`src/rtl/sel_tab_pkg.sv`:
```
// Shared types and constants for the tournament-predictor selection table.
// Selector encoding runs from strong-P0 (00) to strong-P1 (11).
package sel_tab_pkg;

  localparam int ADDR_W_DEF = 10;
  localparam int DATA_W_DEF = 2;

  typedef logic [DATA_W_DEF-1:0] sel_t;

  localparam sel_t SEL_STRONG_P0 = 2'b00;
  localparam sel_t SEL_WEAK_P0   = 2'b01;
  localparam sel_t SEL_WEAK_P1   = 2'b10;
  localparam sel_t SEL_STRONG_P1 = 2'b11;

endpackage

```
`src/rtl/sel_tab.sv`:
```
// Selection table: 2**ADDR_W selector counters with a combinational read port
// and a single whole-entry write port sharing one address.
module sel_tab
  import sel_tab_pkg::*;
#(
  parameter int                ADDR_W   = ADDR_W_DEF,
  parameter int                DATA_W   = DATA_W_DEF,
  parameter logic [DATA_W-1:0] INIT_VAL = SEL_WEAK_P0
) (
  input  logic              clk,
  input  logic              reset,
  input  logic              up_en,
  input  logic [DATA_W-1:0] up_data,
  input  logic [ADDR_W-1:0] addr,
  output logic [DATA_W-1:0] rd_data
);

  localparam int DEPTH = 2 ** ADDR_W;

  logic [DATA_W-1:0] entry_q [DEPTH];

  // Table storage: reset loads every entry and overrides any pending write.
  always_ff @(posedge clk) begin
    if (reset) begin
      for (int i = 0; i < DEPTH; i++) begin
        entry_q[i] <= INIT_VAL;
      end
    end else if (up_en) begin
      entry_q[addr] <= up_data;
    end
  end

  // No bypass: a write becomes visible only after its clock edge.
  assign rd_data = entry_q[addr];

endmodule

```
`config.mk`:
```
export PLATFORM = sky130hd
export DESIGN_NAME = sel_tab
export DESIGN_NICKNAME = d
export VERILOG_FILES = /design/src/rtl/sel_tab_pkg.sv /design/src/rtl/sel_tab.sv
export SDC_FILE = /design/constraint.sdc
export NUM_CORES = 2
export LEC_CHECK = 0
export CAP_MARGIN = 5
export CORE_MARGIN = 4
export CORE_UTILIZATION = 45
export CTS_BUF_LIST = sky130_fd_sc_hd__clkbuf_16
export DETAILED_ROUTE_END_ITERATION = 8
export PLACE_DENSITY = 0.61
export SYNTH_ARGS = -nofsm -noshare
export SYNTH_HDL_FRONTEND = slang
export SYNTH_SLANG_ARGS = --single-unit
export TNS_END_PERCENT = 30
```
`constraint.sdc`:
```
create_clock -name clk -period 3.75 [get_ports clk]
set_input_delay 0.75 -clock clk [delete_from_list [all_inputs] [get_ports clk]]
set_output_delay 0.75 -clock clk [all_outputs]
set_load 0.02 [all_outputs]
```
==> results_dict.tcl <==
set metrics [dict create \
    areaGrowthSynthToFinish_pct 21.8 \
    drive_above_1_share_pct 22.6 \
    ys.flop_type "edfxtp_1" \
    antenna_found_initial 25 \
    numCtsBuffers 217 \
    cts-root-buf "clkbuf_16" \
    vias 76926 \
    rsz0062_at_grt "yes" \
    crit_path_max_incr_delay_ps 690 \
    synth_commonest_cells "edfxtp_1, nand2_1, nor2_1" \
    avgSynthCellArea_um2 12.2 \
    dp_hpwl_mm 290 \
    max_freq_mhz 205 \
    yosys.area.top_type "edfxtp_1" \
    largest_registers "entry_q: 2048 flops" \
    nFillCells 17770 \
    die-area_um2 224000 \
    vias_per_cell 6.64 \
    drv_cap 0 \
    overflow 0 \
    antenna_left 0 \
    top_layer "met5" \
    critPathSlowestCell "or4_4" \
    synth-edff-count 2048 \
    crit_type "input pin to output port" \
    dp.cells 11130 \
    routedWlPerCell_um 37.0 \
    initial_core_util_pct 45.3 \
    maxSlewHeadroom_pct 1.75 \
    ys_warn_count 0 \
    die_height_um 473 \
    dr.pass1.iters 8 \
    powerDensity_nw_per_um2 441 \
    synth-seq-cells 2048 \
    crit_fanout 21 \
    die_x_um 473 \
    pre_cts_ws_ps -1750 \
    syn_area_um2 97400 \
    gp_congestion 1.02 \
    status "finished with violations" \
    grt_start_max_net_pins 203 \
    max_slew.worst_pin.slew_ps 1470 \
    stdcell_count 11586 \
    critPathCaptureType "output port" \
    hold_viol 0 \
    multi_input_area_um2 33300 \
    fin_crit_sh_pct 130 \
    met1_length_mm 151 \
    cts_tree "yes" \
    drtIter0Drc 13366 \
    fin_nets 8578 \
    cts_max_path_buffers 3 \
    ys_async_sr_fraction_pct 0 \
    ir_worst_vdd_v 0.000512 \
    path_buf_inv 4 \
    globalRouteTotalUtil_pct 37.4 \
    cp_data_arrival_time_ps 4140 \
    synth_top_area_share_pct 63.1 \
    path_clk_slew_ps 60 \
    crit_family "simple AND/OR/NAND/NOR gates" \
    period_needed_ps 4890 \
    grt_pass1_vias 72892 \
    met2_length_mm 181 \
    seq_area_frac_synth_pct 63.1 \
    yosysMostFrequentCell "edfxtp_1" \
    setup_viol 2 \
    ys_types 58 \
    dr_wl_met3_mm 66.8 \
    slew_violations 0 \
    cts_htree_levels 4 \
    violations "setup timing" \
    start_kind "input pin" \
    finish.instance_area_um2 119000 \
    syn_nets 7969 \
    hold_slack_ps 405 \
    grt_pass1_wl_mm 582 \
    fin_util_pct 55.2 \
    place_area_um2 111000 \
    drc 0 \
    cp_common_cell "nand4_1" \
    cts.sinks 2048 \
    fin_ws_ps -1140 \
    wl_mm 429 \
    p_leak_nw 43.4 \
    ios 17 \
    hold_class "input pin to flop" \
    sequential_cell_area_um2 61500 \
    required_ps 3000 \
    core_um2 215000 \
    cp_cell_sequence "buf_16 -> buf_16 -> buf_6 -> mux2i_1 -> o22ai_1 -> nor3_2 -> nand4_1 -> nand4_1 -> nand4_1 -> or4_4 -> buf_6" \
    regMostFlops "entry_q" \
    rows 170 \
    synth_cells 7954 \
    largest_reg_flops 2048 \
    io_buffer_count 16 \
    synth_area_leaders "edfxtp_1, mux2i_1, a21o_1" \
]
[layer usage]
layer	vias up	global-route usage [%]
met2	6768	54.2
li1	30179	-
met3	1459	12.4
met4	12	21.0
met5	-	0
met1	38508	49.4
[cells in the final DEF (no fill, tap or decap), types with 12 or more instances in the layout]
| cell | Yosys | routed |
|---|---|---|
| nand4_1 | 17 | 17 |
| a211oi_1 | 21 | 19 |
| a21oi_1 | 15 | 14 |
| nor2_4 | 0 | 44 |
| buf_4 | 16 | 959 |
| clkinv_2 | 0 | 33 |
| nand2_1 | 1251 | 1218 |
| a21o_1 | 631 | 631 |
| clkinv_1 | 0 | 53 |
| nor4_1 | 77 | 64 |
| nand2_4 | 0 | 12 |
| mux2i_1 | 634 | 619 |
| diode_2 | 0 | 13 |
| o22ai_1 | 260 | 259 |
| o21bai_1 | 390 | 390 |
| inv_1 | 1 | 57 |
| nor4_2 | 0 | 12 |
| mux2i_2 | 0 | 12 |
| edfxtp_1 | 2048 | 2048 |
| nor3_1 | 27 | 16 |
| nor2_2 | 5 | 36 |
| buf_6 | 10 | 13 |
| buf_12 | 0 | 278 |
| nor2_1 | 1234 | 1159 |
| o21ai_0 | 54 | 51 |
| nand2_2 | 1 | 22 |
| clkbuf_16 | 0 | 224 |
| mux4_2 | 198 | 201 |
| a22oi_1 | 27 | 22 |
| nand3_1 | 50 | 43 |
[cells by family after synthesis]
logic type / after synthesis / synth area share, %
AND/OR/NAND/NOR: 2714 / 11.0
buffers and inverters: 894 / 3.83
multiplexers: 841 / 11.2
flip-flops: 2048 / 63.1
AO/OA/AOI/OAI: 1457 / 10.8
[power by group]
group | internal (mW) | switching, mW | total (mW)
logic | 2.02 | 3.00 | 5.03
registers | 26.3 | 0.371 | 26.6
clock network | 11.2 | 9.38 | 20.6
[worst paths after layout]
path                     from                       endpoint  slack (ps)  depth (start not counted)
worst max-delay path  addr[1]                     rd_data[1]       -1140                         11
worst min-delay path    reset  entry_q[629][1]$_SDFFCE_PN0P_         410                          2
[what timing repair did]
action,in CTS,in global routing
endpoints found under the hold margin,0,0
setup buffers,22,23
cloned,3,4
pin swaps,16,34
resized for setup,61,55
setup endpoints to repair,2,2
hold buffers,0,0
[through the flow]
step	setup TNS, ps	power, mW
after floorplan	-2.81	29.4
after global placement	-3330	31.7
after detailed placement	-3320	31.8
after CTS	-2080	52.0
after global routing	-1980	53.4
final	-2110	52.3
[final cells by class]
type / count / area share [%]
Sequential cell: 2048 / 51.8
Tap cell: 2838 / 2.99
Timing Repair Buffer: 1282 / 11.4
Antenna cell: 13 / 0.0274
Clock inverter: 171 / 1.00
Clock buffer: 220 / 4.64
Multi-Input combinational cell: 5012 / 28.0
Inverter: 2 / 0.00844
(Power assumes the default switching activity.)
